### src/rtl/conbus_pkg.sv
// Shared constants and helpers for the conbus round-robin arbiter.
package conbus_pkg;

    localparam int unsigned CONBUS_MAX_MASTERS = 8;
    localparam int unsigned CONBUS_RESET_GNT   = 0;

    // Index width for n masters; a 2-master bus still needs one bit.
    function automatic int unsigned idx_w(input int unsigned n);
        return (n <= 2) ? 1 : $clog2(n);
    endfunction

endpackage

### src/rtl/conbus_rr_pick.sv
// Combinational rotating-priority search: first requester after cur_i,
// wrapping modulo N_MASTERS, never returning cur_i itself.
module conbus_rr_pick
    import conbus_pkg::*;
#(
    parameter  int unsigned N_MASTERS = 4,
    localparam int unsigned IW        = idx_w(N_MASTERS)
) (
    input  logic [N_MASTERS-1:0] req_i,
    input  logic [IW-1:0]        cur_i,
    output logic [IW-1:0]        nxt_o,
    output logic                 found_o
);

    always_comb begin
        logic [31:0] pos;
        pos     = '0;
        nxt_o   = cur_i;
        found_o = 1'b0;
        for (int unsigned i = 1; i < N_MASTERS; i++) begin
            pos = (32'(cur_i) + i) % N_MASTERS;
            if (!found_o && req_i[pos[IW-1:0]]) begin
                found_o = 1'b1;
                nxt_o   = pos[IW-1:0];
            end
        end
    end

endmodule

### src/rtl/conbus_rr_arb.sv
// Round-robin bus arbiter with parked, sticky grant.
// Optional tenure watchdog compiled in with `define CONBUS_ARB_TIMEOUT_EN.
module conbus_rr_arb
    import conbus_pkg::*;
#(
    parameter  int unsigned N_MASTERS = 4,
    parameter  int unsigned MAX_HOLD  = 64,
    localparam int unsigned IW        = idx_w(N_MASTERS)
) (
    input  logic                 sys_clk,
    input  logic                 sys_rst_n,
    input  logic [N_MASTERS-1:0] req,
    output logic [N_MASTERS-1:0] gnt,
    output logic [IW-1:0]        gnt_idx,
    output logic                 gnt_chg,
    output logic                 hold_expired
);

    if (N_MASTERS < 2 || N_MASTERS > CONBUS_MAX_MASTERS ||
        MAX_HOLD < 2 || MAX_HOLD > 1024) begin : g_param_check
        $error("conbus_rr_arb: parameter out of legal range");
    end

    logic [IW-1:0] cur_q, cur_d;
    logic          chg_q, chg_d;
    logic [IW-1:0] pick_idx;
    logic          pick_found;
    logic          cur_valid;
    logic          req_cur;
    logic          expire;

    conbus_rr_pick #(
        .N_MASTERS (N_MASTERS)
    ) u_pick (
        .req_i   (req),
        .cur_i   (cur_q),
        .nxt_o   (pick_idx),
        .found_o (pick_found)
    );

    assign cur_valid = (32'(cur_q) < N_MASTERS);
    assign req_cur   = cur_valid ? req[cur_q] : 1'b0;

`ifdef CONBUS_ARB_TIMEOUT_EN
    localparam int unsigned CW        = (MAX_HOLD <= 2) ? 1 : $clog2(MAX_HOLD);
    localparam logic [CW-1:0] HOLD_LAST = CW'(MAX_HOLD - 1);

    logic [CW-1:0] hold_q;
    logic          exp_q;

    // Expiry only matters when someone else is waiting; otherwise stay parked.
    assign expire = req_cur && (hold_q == HOLD_LAST) && pick_found;

    always_ff @(posedge sys_clk or negedge sys_rst_n) begin
        if (!sys_rst_n) begin
            hold_q <= '0;
            exp_q  <= 1'b0;
        end else begin
            exp_q <= expire;
            if (chg_d) begin
                hold_q <= '0;
            end else if (req_cur && (hold_q != HOLD_LAST)) begin
                hold_q <= hold_q + 1'b1;
            end
        end
    end

    assign hold_expired = exp_q;
`else
    assign expire       = 1'b0;
    assign hold_expired = 1'b0;
`endif

    always_comb begin
        cur_d = cur_q;
        if (!cur_valid) begin
            cur_d = '0;
        end else if ((!req_cur || expire) && pick_found) begin
            cur_d = pick_idx;
        end
        chg_d = (cur_d != cur_q);
    end

    always_ff @(posedge sys_clk or negedge sys_rst_n) begin
        if (!sys_rst_n) begin
            cur_q <= IW'(CONBUS_RESET_GNT);
            chg_q <= 1'b0;
        end else begin
            cur_q <= cur_d;
            chg_q <= chg_d;
        end
    end

    // Outputs decode the registered grantee only, so req never reaches gnt combinationally.
    always_comb begin
        gnt = '0;
        if (cur_valid) begin
            gnt[cur_q] = 1'b1;
        end else begin
            gnt[0] = 1'b1;
        end
    end

    assign gnt_idx = cur_q;
    assign gnt_chg = chg_q;

endmodule

### config.mk
export PLATFORM = sky130hd
export DESIGN_NAME = conbus_rr_arb
export DESIGN_NICKNAME = d
export VERILOG_FILES = /design/src/rtl/conbus_pkg.sv /design/src/rtl/conbus_rr_pick.sv /design/src/rtl/conbus_rr_arb.sv
export SDC_FILE = /design/constraint.sdc
export NUM_CORES = 1
export LEC_CHECK = 0
export CAP_MARGIN = 15
export CORE_AREA = 5 5 42 44
export CTS_CLUSTER_SIZE = 28
export DETAILED_ROUTE_END_ITERATION = 7
export DIE_AREA = 0 0 47 49
export SYNTH_ARGS = -nofsm -noshare
export SYNTH_HDL_FRONTEND = slang
export SYNTH_HIERARCHICAL = 1
export SYNTH_SLANG_ARGS = --single-unit
### constraint.sdc
create_clock -name sys_clk -period 4.68 [get_ports sys_clk]
set_clock_uncertainty 0.15 [all_clocks]
set_input_delay 0.468 -clock sys_clk [delete_from_list [all_inputs] [get_ports sys_clk]]
set_output_delay 0.468 -clock sys_clk [all_outputs]
set_load 0.1 [all_outputs]
==> flow_summary.ini, run 1 <==
[timing]
slew_headroom_pct = 34.5
finalCritPeriodShare_pct = 60.5
hold_violations = 0
rsz0062_at_grt = false
drv_slew = 0
fin_crit_ps = 2830
tightest_slew_ps = 979
setup_violations = 0
fmax_mhz = 353
setup_tns_ps = 0

[floorplanning]
initial_core_util_pct = 23.7
coreArea_um2 = 1400
core.rowCount = 14
die_x_um = 47
pin_count = 14
die_area_um2 = 2300
die-height_um = 49

[clocking]
clk_path_buf_depth = 2
clk_latency_ps = 230
clkSinkCount = 3
hold_buffers = 0
post_cts_buffers = 0
h-tree-depth = 1
cts_made_buffers = 3
cts_resized = 0
root_buffer = clkbuf_4
path_clk_slew_ps = 40
cts_tree = yes

[routing]
first_pass_iters = 4
postRouteAntennaNets = 0
drtIter0Drc = 6
drt-total-wl_um = 751
vias = 302
drc = 0
vias_per_cell = 4.65
wire_per_inst_um = 11.6

[cells_and_area]
n_antenna_cell = 0
nets = 56
drive_gt1_share_pct = 16.3
final_cells = 65
synthToLayoutAreaGrowth_pct = 43.4

[placement]
post-dp-hpwl_um = 547
io_buffer_count = 12
gp_congestion = 0.671
dp_cells = 61

[outcome]
status = finished clean

[grt]
grt_max_degree = 17
global_route.usage.met1_pct = 9.45
met3_usage_pct = 4.43
grt_pass1_wl_um = 1230
grt_busiest_layer = met2
met2_usage_pct = 10.6
grt_overflow = 0
grt_pass1_vias = 268
antenna_found_initial = 0
grtUsageTotal_pct = 7.61

[critical_path]
endpoint_kind = output port
worstSetupPathType = register to output port
startpoint_type = register
r2r_slack_ps = 2560
rr_startpoint = gnt_idx[0]
crit_fanout = 16
worst_r2r_path_depth = 6
worstPathRequired_ps = 4060
worstPathArrival_ps = 2210
r2r_end = gnt_idx[0]

[logic_synthesis]
syn_nets = 42
synth_cell_types = 23
synth-seq-cells = 3
ys.warnings.count = 6
synth_area_um2 = 332
synthCells = 36
syn-mean-instance-area_um2 = 9.21
ys_seq_area_share_pct = 22.6

[worst_hold_path]
hold_class = input port to async pin

[flow_run]
cap_violations = 0
[cells by family after synthesis]
| kind of cell | after synthesis | synth area share, % |
|---|---|---|
| flops | 3 | 22.6 |
| other cells | 1 | 1.13 |
| xor+xnor | 2 | 5.28 |
| mux | 6 | 23.0 |
| buf+inv | 5 | 9.06 |
| compound gates | 9 | 23.4 |
| simple gates | 10 | 15.5 |
[sequential cells by signal, summed over array words and instances, names as in the netlist]
name     cells
gnt_idx      2
gnt_chg      1
[worst max-delay path: stages, from the launching register on]
cell and delay (ps):
dfrtp_1 640, and2_1 200, clkdlybuf4s50_1 1140
[cell type report]
| class | instances | area, µm² |
|---|---|---|
| fillers | 153 | 926 |
| clock buffers | 4 | 26.3 |
| repair buffers | 12 | 120 |
| flip-flops and latches | 3 | 75.1 |
| well taps | 16 | 20.0 |
| multi-input cells | 28 | 226 |
| inverters | 2 | 7.51 |
[routing by layer]
| layer | vias up | wire length, µm |
|---|---|---|
| met2 | 14 | 355 |
| met4 | 0 | 11 |
| met1 | 133 | 299 |
| met3 | 2 | 86 |
| li1 | 153 | - |
| met5 | - | 0 |
[synthesized netlist by cell type]
library cell,count,share of area [%]
buf_4,1,2.3
mux2_4,3,14
nor2_1,2,2.3
a2bb2oi_1,1,2.6
mux2_2,1,3.4
nor3_1,1,1.5
mux2i_1,2,6.0
clkbuf_1,1,1.1
a32oi_1,2,5.3
a21oi_1,2,3.0
xnor2_1,2,5.3
nand2b_1,2,3.8
inv_1,2,2.3
o31ai_1,1,2.3
dfrtp_1,3,23
nand2_1,2,2.3
and2_1,1,1.9
a21boi_1,1,2.3
buf_6,1,3.4
o22ai_4,1,6.0
nor2b_1,2,3.8
conb_1,1,1.1
a31oi_1,1,1.9
[per-stage QoR]
| step | cell area (µm²) | hold WS, ps | setup WS (ps) | util (%) |
|---|---|---|---|---|
| floorplan | 332 | 22.4 | 1500 | - |
| global placement | 449 | 513 | 2100 | 32.1 |
| detailed placement | 449 | 513 | 2080 | 32.1 |
| CTS | 475 | 268 | 1830 | 33.9 |
| global route | 475 | 279 | 1730 | 33.9 |
| finish | 475 | 271 | 1850 | 33.9 |
[how the worst max path moves through the flow]
stage               startpoint      to  cells after the start
floorplan           gnt_idx[0]  gnt[1]                      1
global placement    gnt_idx[1]  gnt[2]                      2
detailed placement  gnt_idx[1]  gnt[2]                      2
CTS                 gnt_idx[1]  gnt[2]                      2
global route        gnt_idx[1]  gnt[2]                      2
finish              gnt_idx[1]  gnt[3]                      2
[cell usage in the layout, fill, tap and decap left out, types with 2 or more instances in the layout]
cell type and count:
a21oi_1 2, a32oi_1 2, clkbuf_4 3, clkdlybuf4s50_1 12, dfrtp_1 3, inv_1 2, mux2_4 3, mux2i_1 2
nand2_1 2, nand2b_1 2, nor2_1 2, nor2b_1 2, xnor2_1 2
Power of run 1 is not shown: default switching activity piles up to over one toggle a cycle in this logic, so the estimate is an artifact.
==> run 2: changes to the inputs <==
Clock period 4.68 ns to 2.3 ns, I/O delays scaled along.
==> run 2 against run 1 <==
First-iteration DRC count fell by 67%. Critical path depth rose by 4. Worst setup slack got worse by 1600 ps. Largest cell class unchanged.
==> flow_summary.ini, run 2 (same netlist as run 1, synthesis figures left out) <==
[outcome]
status = finished clean

[placement]
place_ws_ps = 61.1
gp_congestion = 0.702
post-dp-hpwl_um = 557
io_buffer_count = 12

[routing]
first_pass_iters = 3
drc = 0
vias_per_cell = 4.62
drt-total-wl_um = 708
wire_per_inst_um = 10.4
postRouteAntennaNets = 0
drtIter0Drc = 2
vias = 314

[critical_path]
r2r_end = gnt_idx[0]
worstSetupPathType = register to register
crit_start = gnt_idx[0]
critical_path_buf_inv_count = 0
rr_startpoint = gnt_idx[0]
crit_fanout = 15
endpoint_kind = register
critical_path.max_stage_delay_ps = 500
slowest_stage = dfrtp_2
cp_cell_sequence = mux2i_1 > a32oi_1 > a2bb2oi_1 > nand2b_1 > o22ai_4 > mux2_4
worstPathRequired_ps = 2260
cp_top_family = compound AO/OA/AOI/OAI gates
r2r_slack_ps = 290
worst_r2r_path_depth = 6
worstPathArrival_ps = 1970
startpoint_type = register

[clocking]
clk_path_buf_depth = 2
h-tree-depth = 1
hold_buffers = 0
path_clk_slew_ps = 30
cts_tree = yes
clk_latency_ps = 230
cts_resized = 0
cts_made_buffers = 3
post_cts_buffers = 0
clkSinkCount = 3
root_buffer = clkbuf_4

[grt]
grt_overflow = 0
grt_pass1_vias = 252
grtUsageTotal_pct = 6.76
antenna_found_initial = 0
grt_pass1_wl_um = 1060
grt_max_degree = 16

[cells_and_area]
n_antenna_cell = 0
largest_register_ffs = 2
layout_common_cells = 10 x buf_4, 5 x clkdlybuf4s50_1, 3 x mux2_4, 3 x clkbuf_4
num-fill-cells = 156
final_common_cell = buf_4
nets = 59
synthToLayoutAreaGrowth_pct = 47.9
drive_gt1_share_pct = 44.2

[floorplanning]
initial_core_util_pct = 23.7
coreArea_um2 = 1400
pin_count = 14
die_area_um2 = 2300
die_x_um = 47
die-height_um = 49
core.rowCount = 14

[flow_run]
cap_violations = 0

[timing]
setup_ws_ps = 289
setup_violations = 0
rsz0062_at_grt = false
hold_violations = 0
fmax_mhz = 497
whs_ps = 33.0
setup_tns_ps = 0
drv_slew = 0
fin_crit_ps = 2010
finalCritPeriodShare_pct = 87.4

[worst_hold_path]
hold_class = input port to async pin
[run 2: stage by stage]
| stage | instance area, µm² | std cells | utilization (%) |
|---|---|---|---|
| floorplan | 342 | 36 | - |
| global placement | 464 | 64 | 33.1 |
| detailed placement | 464 | 64 | 33.1 |
| CTS | 490 | 68 | 35.0 |
| global route | 490 | 68 | 35.0 |
| finish | 490 | 68 | 35.0 |
[run 2: how the worst max path moves through the flow]
stage          slack (ps)  depth (start not counted)         end
5_1_grt               190                          6  gnt_idx[1]
3_5_place_dp           60                          7  gnt_idx[0]
6_report              290                          6  gnt_idx[0]
2_1_floorplan          10                          7  gnt_idx[0]
3_3_place_gp           80                          7  gnt_idx[0]
4_1_cts               260                          6  gnt_idx[0]
[run 2: metal layers]
metal	up-vias	part of all wire, %	wire length [µm]	GRT usage, %
met5	-	0	0	0
met4	0	3.2	23	6.91
met3	4	11	79	2.21
met2	15	46	326	10.4
met1	138	39	278	6.36
li1	157	-	-	-
[run 2: worst register-to-register path, stage by stage, from the launching register on]
cell       delay (ps)
dfrtp_2           500
mux2i_1           150
a32oi_1           210
a2bb2oi_1         220
nand2b_1          120
o22ai_4           220
mux2_4            310
[run 2: cell type report]
class	count	area, µm²	share of cell area, %
clock buffers	4	26.3	5.36
multi-input cells	28	234	47.7
flip-flops and latches	3	77.6	15.8
well taps	16	20.0	4.08
inverters	2	7.51	1.53
repair buffers	15	125	25.5
Power of run 2 is left out for the same reason.
